<file path="config.mk">
export PLATFORM = sky130hd
export DESIGN_NAME = sxtn_bit_adder_reg
export DESIGN_NICKNAME = d
export VERILOG_FILES = /design/src/rtl/sxtn_bit_adder_reg.sv
export SDC_FILE = /design/constraint.sdc
export NUM_CORES = 1
export LEC_CHECK = 0
export ABC_AREA = 0
export CAP_MARGIN = 10
export CORE_MARGIN = 2
export CORE_UTILIZATION = 27
export DETAILED_ROUTE_END_ITERATION = 8
export GPL_ROUTABILITY_DRIVEN = 1
export PLACE_DENSITY = 0.65
export SLEW_MARGIN = 20
export SYNTH_ARGS = -nofsm -noshare
export SYNTH_HDL_FRONTEND = slang
export SYNTH_SLANG_ARGS = --single-unit
</file>
<file path="constraint.sdc">
create_clock -name clk -period 1.1 [get_ports clk]
set_input_delay 0.22 -clock clk [delete_from_list [all_inputs] [get_ports clk]]
set_output_delay 0.22 -clock clk [all_outputs]
set_load 0.01 [all_outputs]
</file>
<file path="src/rtl/sxtn_bit_adder_reg.sv">
// 16-bit carry-lookahead adder, four 4-bit slices,
// with a single registered, valid-tagged output stage.
module sxtn_bit_adder_reg #(
  parameter int WIDTH   = 16,
  parameter int SLICE_W = 4
) (
  input  logic             clk,
  input  logic             rst_n,
  input  logic             in_valid,
  input  logic [WIDTH-1:0] a,
  input  logic [WIDTH-1:0] b,
  input  logic             cin,
  output logic [WIDTH-1:0] sum,
  output logic             ca,
  output logic             out_valid
);

  localparam int NS = WIDTH / SLICE_W;

  logic [WIDTH-1:0] g;
  logic [WIDTH-1:0] p;
  logic [WIDTH-1:0] c;
  logic [WIDTH-1:0] sum_c;
  logic [NS-1:0]    gg;
  logic [NS-1:0]    pg;
  logic [NS:0]      cs;

  assign g = a & b;
  assign p = a ^ b;

  for (genvar s = 0; s < NS; s++) begin : g_slice
    localparam int L = s * SLICE_W;
    logic [SLICE_W-1:0] gs;
    logic [SLICE_W-1:0] ps;
    logic               ci;

    assign gs = g[L +: SLICE_W];
    assign ps = p[L +: SLICE_W];
    assign ci = cs[s];

    assign c[L]   = ci;
    assign c[L+1] = gs[0]
                  | (ps[0] & ci);
    assign c[L+2] = gs[1]
                  | (ps[1] & gs[0])
                  | (ps[1] & ps[0] & ci);
    assign c[L+3] = gs[2]
                  | (ps[2] & gs[1])
                  | (ps[2] & ps[1] & gs[0])
                  | (ps[2] & ps[1] & ps[0] & ci);

    assign gg[s] = gs[3]
                 | (ps[3] & gs[2])
                 | (ps[3] & ps[2] & gs[1])
                 | (ps[3] & ps[2] & ps[1] & gs[0]);
    assign pg[s] = &ps;
  end

  // Inter-slice carries, fully expanded from group G/P.
  assign cs[0] = cin;
  assign cs[1] = gg[0]
               | (pg[0] & cin);
  assign cs[2] = gg[1]
               | (pg[1] & gg[0])
               | (pg[1] & pg[0] & cin);
  assign cs[3] = gg[2]
               | (pg[2] & gg[1])
               | (pg[2] & pg[1] & gg[0])
               | (pg[2] & pg[1] & pg[0] & cin);
  assign cs[4] = gg[3]
               | (pg[3] & gg[2])
               | (pg[3] & pg[2] & gg[1])
               | (pg[3] & pg[2] & pg[1] & gg[0])
               | (pg[3] & pg[2] & pg[1] & pg[0] & cin);

  assign sum_c = p ^ c;

  always_ff @(posedge clk or negedge rst_n) begin
    if (!rst_n) begin
      sum       <= '0;
      ca        <= 1'b0;
      out_valid <= 1'b0;
    end else begin
      out_valid <= in_valid;
      if (in_valid) begin
        sum <= sum_c;
        ca  <= cs[NS];
      end
    end
  end

endmodule

</file>
# --- Word-level counts from Yosys, hierarchy flattened ---
# Cells that the tools add are included.
word_totals:
  reg_bits: 18
  input_bits: 36
  output_inout_bits: 18
  word_cells: 128
classes:
  bitwise: 121
  reduce_logical: 4
op_table:
  columns: ["op", "count"]
  rows:
  - ["1-bit bitwise AND", 72]
  - ["1-bit bitwise OR", 46]
  - ["16-bit bitwise XOR", 2]
  - ["16-bit bitwise AND", 1]
  - ["4-bit AND reduction", 4]

# --- Logic depth before layout (Yosys ltp) ---
logic_depth:
  ltp_word: 12
  mapped_depth: 9

# --- Worst setup path before layout ---
# Ideal clock, no wire load.
synth_path:
  kind: "input port to flip-flop"
  from: "input a[9]"
  to: "register sum[12]"
  arrival_time_ns: 2.246
  required_ns: 0.975
  setup_slack_ns: -1.271
  cell_stages: 8
  path_buffers: 0
  path_cell_list: "ha_1 -> a21o_1 -> a221oi_2 -> and2b_1 -> a21boi_0 -> or2_2 -> fa_1 -> mux2_2"
synth_via:
  elab_chain_cells: 8
  elab_cells_between_ends: 17
  classes_between: "bitwise (16); reduce/logical (1)"
synth_rtl:
  columns: ["item", "line", "source"]
  rows:
  - ["start, declared", "10", "input logic [WIDTH-1:0] a,"]
  - ["16-bit bitwise AND / 16-bit bitwise XOR (equally long branches)", "28, 29", null]
  - ["1-bit bitwise AND (on tied branches)", "54, 55", null]
  - ["1-bit bitwise OR / 1-bit bitwise AND (equally long branches)", "54, 55", null]
  - ["1-bit bitwise OR", "55", "| (ps[3] & ps[2] & ps[1] & gs[0]);"]
  - ["1-bit bitwise OR", "67", "| (pg[2] & gg[1])"]
  - ["1-bit bitwise OR", "68", "| (pg[2] & pg[1] & gg[0])"]
  - ["1-bit bitwise OR (*)", "69", "| (pg[2] & pg[1] & pg[0] & cin);"]
  - ["16-bit bitwise XOR (*)", "76", "assign sum_c = p ^ c;"]
  - ["named net sum_c[12]", "23", "logic [WIDTH-1:0] sum_c;"]
  - ["end signal, assigned", "86", "sum <= sum_c;"]
  - ["end, declared", "13", "output logic [WIDTH-1:0] sum,"]
# The timed path passes the listed nets; every way through them passes the cells marked *.
# A chain may end at the register's enable or synchronous reset.

# --- Worst setup path after layout ---
layout_path:
  from: "input a[8]"
  to: "register sum[12]"
layout_via:
  elab_chain_cells: 7
  elab_cells_between_ends: 14
  classes_between: "bitwise (13); reduce/logical (1)"
layout_rtl:
  columns: ["item", "line"]
  rows:
  - ["16-bit bitwise XOR / 16-bit bitwise AND (equally long branches)", "29, 28"]
  - ["4-bit AND reduction / 1-bit bitwise AND (equally long branches)", "56, 55"]
  - ["1-bit bitwise AND (tied with other cells)", "67"]
  - ["1-bit bitwise OR (tied with other cells)", "67"]
  - ["1-bit bitwise OR / 1-bit bitwise AND (equally long branches)", "68, 69"]
  - ["1-bit bitwise OR (*)", "69"]
  - ["16-bit bitwise XOR (*)", "76"]
  - ["named net sum_c[12]", "23"]
# Marks and branches as above.

==> impl_metrics.py <==
metrics = {
    "cells_and_area": {
        "mostFrequentLayoutCells": "sky130_fd_sc_hd__buf_4 (40), sky130_fd_sc_hd__buf_2 (22), sky130_fd_sc_hd__dfrtp_1 (18), sky130_fd_sc_hd__buf_6 (15), sky130_fd_sc_hd__ha_4 (12)",
        "final_common_cell": "sky130_fd_sc_hd__buf_4",
        "final_core_utilization_pct": 54.39,
        "nFillCells": 472,
        "fin_area_um2": 2760,
        "drive_above_1_share_pct": 64.61,
        "area_overhead_of_the_layout_relative_to_synthesis_pct": 96.79,
        "antenna_cells": 0,
        "num-nets-final": 300,
    },
    "detailed_routing": {
        "routed_via_count": 1444,
        "drcViolationCount": 0,
        "via_per_inst": 4.613,
        "routedWlPerCell_um": 13.11,
        "first_iter_violations": 59,
        "routed_wirelength_um": 4104,
        "drt_first_pass_iters": 4,
        "ant_nets": 0,
    },
    "setup_path": {
        "worst_ep_arrival_time_ns": 2.19,
        "cp_num_buf_inv": 1,
        "worstPathRequired_ns": 1.25,
        "kind_of_start_point_of_the_critical_path": "primary input",
        "worst_setup_path_end_kind": "register",
        "worstSetupPathType": "in -> reg",
        "reg2reg_setup_slack_ns": 0.12,
        "cp_slowest_cell": "sky130_fd_sc_hd__fa_2",
        "ordered_cell_list_for_the_critical_path": "buf_4, ha_4, and3_4, a221oi_2, and2b_2, a21boi_2, or2_4, fa_2, mux2_4",
        "critPathMaxFanout": 3,
        "timing.critical_path.max_delay_family": "adder cells",
        "largest_stage_delay_on_the_critical_path_ns": 0.40,
    },
    "grt": {
        "grt_start_max_net_pins": 19,
        "first_global_vias": 1464,
        "groute.usage.overall_pct": 13.80,
        "grt_overflow_total": 0,
        "antenna_found_initial": 0,
        "wire_length_of_the_first_global_routing_pass_um": 6651,
    },
    "synth": {
        "synth_fa_ha_area_share_pct": 19.98,
        "synthArstFlopShare_pct": 100.0,
        "edff_count_synth": 0,
        "synth.area.mux_share_pct": 5.085,
        "post-synth-top-area-fraction_pct": 32.11,
        "largest_family_of_logic_cells_by_synthesized_area": "compound AO/OA/AOI/OAI gates",
        "synth.distinct_cells": 45,
        "post_synth_and_or_nand_nor_area_fraction_pct": 15.17,
        "synth-main-ff-cell": "sky130_fd_sc_hd__dfrtp_1",
        "sequential_fraction_of_the_synthesis_area_pct": 32.11,
        "yosysWarningCount": 0,
        "netlist_top_cells_area": "sky130_fd_sc_hd__dfrtp_1 (32%), sky130_fd_sc_hd__ha_1 (14%), sky130_fd_sc_hd__fa_1 (5.7%)",
        "synthesis.nets": 193,
        "ys_seq_elements": 18,
        "synth_area_um2": 1403,
        "syn_avg_cell_area_um2": 10.24,
        "post-synth-top-area-cell": "sky130_fd_sc_hd__dfrtp_1",
        "synthesis.instances": 137,
        "post_synth_xor_area_fraction_pct": 4.996,
        "synth_compound_area_share_pct": 19.98,
    },
    "clock_tree": {
        "cts_buffers": 3,
        "clk_latency_ns": 0.26,
        "clk_pin_slew_worst_paths_ns": 0.07,
        "cts_tree": "done",
        "htree_num_levels": 1,
        "clock_tree_sinks": 18,
        "max-clock-path-buffers": 2,
        "cts.hold.buffers_added": 0,
        "clk_root_buffer_cell": "sky130_fd_sc_hd__clkbuf_8",
    },
    "placed_design": {
        "io_buffers": 53,
        "hpwl_um": 2961,
        "detailedPlace.worstSlack_ns": -1.633,
        "gp_routability_congestion": 0.7383,
        "dpl-instance-area_um2": 2454,
    },
    "sta": {
        "worstMarginPinSlew_ns": 0.2812,
        "finalClockSkew_ns": 0,
        "max_freq_mhz": 488.2,
        "finalSetupViolations": 15,
        "postLayoutSetupSlackWorst_ns": -0.9482,
        "grt_setup_unrepaired": "true",
        "max-slew-margin-rel_pct": 81.19,
        "final.min_clock_period_ns": 2.048,
        "maxSlewViolCount": 0,
        "timing_hold_violations_final": 0,
        "final_min_period_over_clock_period_pct": 186.2,
    },
    "power": {
        "power.static_leakage_nw": 1.220,
        "power.total_w": 0.002922,
        "vdd_ir_drop_max_v": 0.0005132,
        "power_per_cell_area_nw_per_um2": 1059,
    },
    "floorplanning": {
        "ioPinCount": 54,
        "initial_utilization_pct": 27.64,
        "dieWidth_um": 76.08,
        "core.rowCount": 26,
        "die-height_um": 76.08,
        "floorplan.die_area_um2": 5787,
        "floorplan_core_area_um2": 5075,
    },
    "run": {
        "timing.max_cap.violations": 0,
    },
    "outcome": {
        "outcome": "finished with violations",
        "failed_checks": "setup timing",
    },
    "worst_hold_path": {
        "hold_path_class": "in -> async",
    },
}
-- sequential cells by signal (all words and copies together) (netlist names) --
name and cells:
ca 1, out_valid 1, sum 16
-- report_power, final --
group	switching (W)	total, W	internal (W)
sequential	0.0000713	0.000867	0.000795
combinational	0.000624	0.00150	0.000874
clock	0.000239	0.000558	0.000319
-- synthesized netlist by cell type (2+ instances only) --
library cell and n:
sky130_fd_sc_hd__nand3b_1 2, sky130_fd_sc_hd__nand2b_1 2, sky130_fd_sc_hd__nand2_1 7, sky130_fd_sc_hd__a221oi_2 2, sky130_fd_sc_hd__o31a_1 2, sky130_fd_sc_hd__a211oi_1 3, sky130_fd_sc_hd__clkbuf_1 2, sky130_fd_sc_hd__a21oi_1 8
sky130_fd_sc_hd__or2_2 2, sky130_fd_sc_hd__xnor2_1 8, sky130_fd_sc_hd__nand4_1 2, sky130_fd_sc_hd__mux2_2 5, sky130_fd_sc_hd__nand3_1 3, sky130_fd_sc_hd__inv_1 7, sky130_fd_sc_hd__nor3b_1 3, sky130_fd_sc_hd__o2111ai_1 2
sky130_fd_sc_hd__fa_1 4, sky130_fd_sc_hd__nor2_1 9, sky130_fd_sc_hd__dfrtp_1 18, sky130_fd_sc_hd__ha_1 16, sky130_fd_sc_hd__o21ai_0 6
-- cell families (layout without fill, tap and decap cells) --
group | Yosys count | after routing
simple gates | 38 | 38
fa+ha+maj | 20 | 20
mux | 6 | 6
buf+inv | 10 | 116
flops | 18 | 18
compound gates | 37 | 37
xor+xnor | 8 | 8
-- final timing paths --
path | cells past startpoint | from | to
min in group clk | 2 | in_valid | out_valid$_DFF_PN0_
setup reg to reg | 3 | sum[10]$_DFFE_PN0P_ | sum[10]$_DFFE_PN0P_
hold / removal | 2 | rst_n | sum[13]$_DFFE_PN0P_
hold reg to reg | 2 | sum[0]$_DFFE_PN0P_ | sum[0]$_DFFE_PN0P_
max in group asynchronous | 2 | rst_n | sum[14]$_DFFE_PN0P_
setup / recovery | 9 | a[8] | sum[12]$_DFFE_PN0P_
-- worst register-to-register path: stages (launching register included) --
cell                      delay (ns)
sky130_fd_sc_hd__dfrtp_1        0.38
sky130_fd_sc_hd__buf_4          0.13
sky130_fd_sc_hd__buf_4          0.12
sky130_fd_sc_hd__o221a_4        0.24
-- layer usage --
metal	vias up	share of wire, %	track usage [%]
li1	715	-	-
met1	699	41	16.05
met2	25	55	26.43
met3	5	2.7	1.422
met4	0	1.2	4.364
met5	-	0	0
-- stage by stage --
stage	TNS, ns	cells	hold WS, ns
CTS	-8.629	306	0.2973
finish	-9.223	313	0.2915
detailed placement	-19.31	293	0.4955
floorplan	-7.782	137	-0.07559
global placement	-19.01	293	0.4865
global route	-10.24	313	0.3022
-- layout make-up --
type                            count  area [um2]  area share [%]
Timing Repair Buffer              105       833.3           30.19
Multi-Input combinational cell    109        1305           47.28
Clock buffer                        4       55.05           1.995
Sequential cell                    18       450.4           16.32
Inverter                            7       28.78           1.043
Tap cell                           70       87.58           3.173
-- what timing repair did --
item | in CTS | in global routing
endpoints found under the setup margin | 35 | 25
gates resized for setup | 175 | 39
cloned | 0 | 1
pin swaps | 36 | 24
buffers inserted | 9 | 8
(Power assumes the default switching activity.)
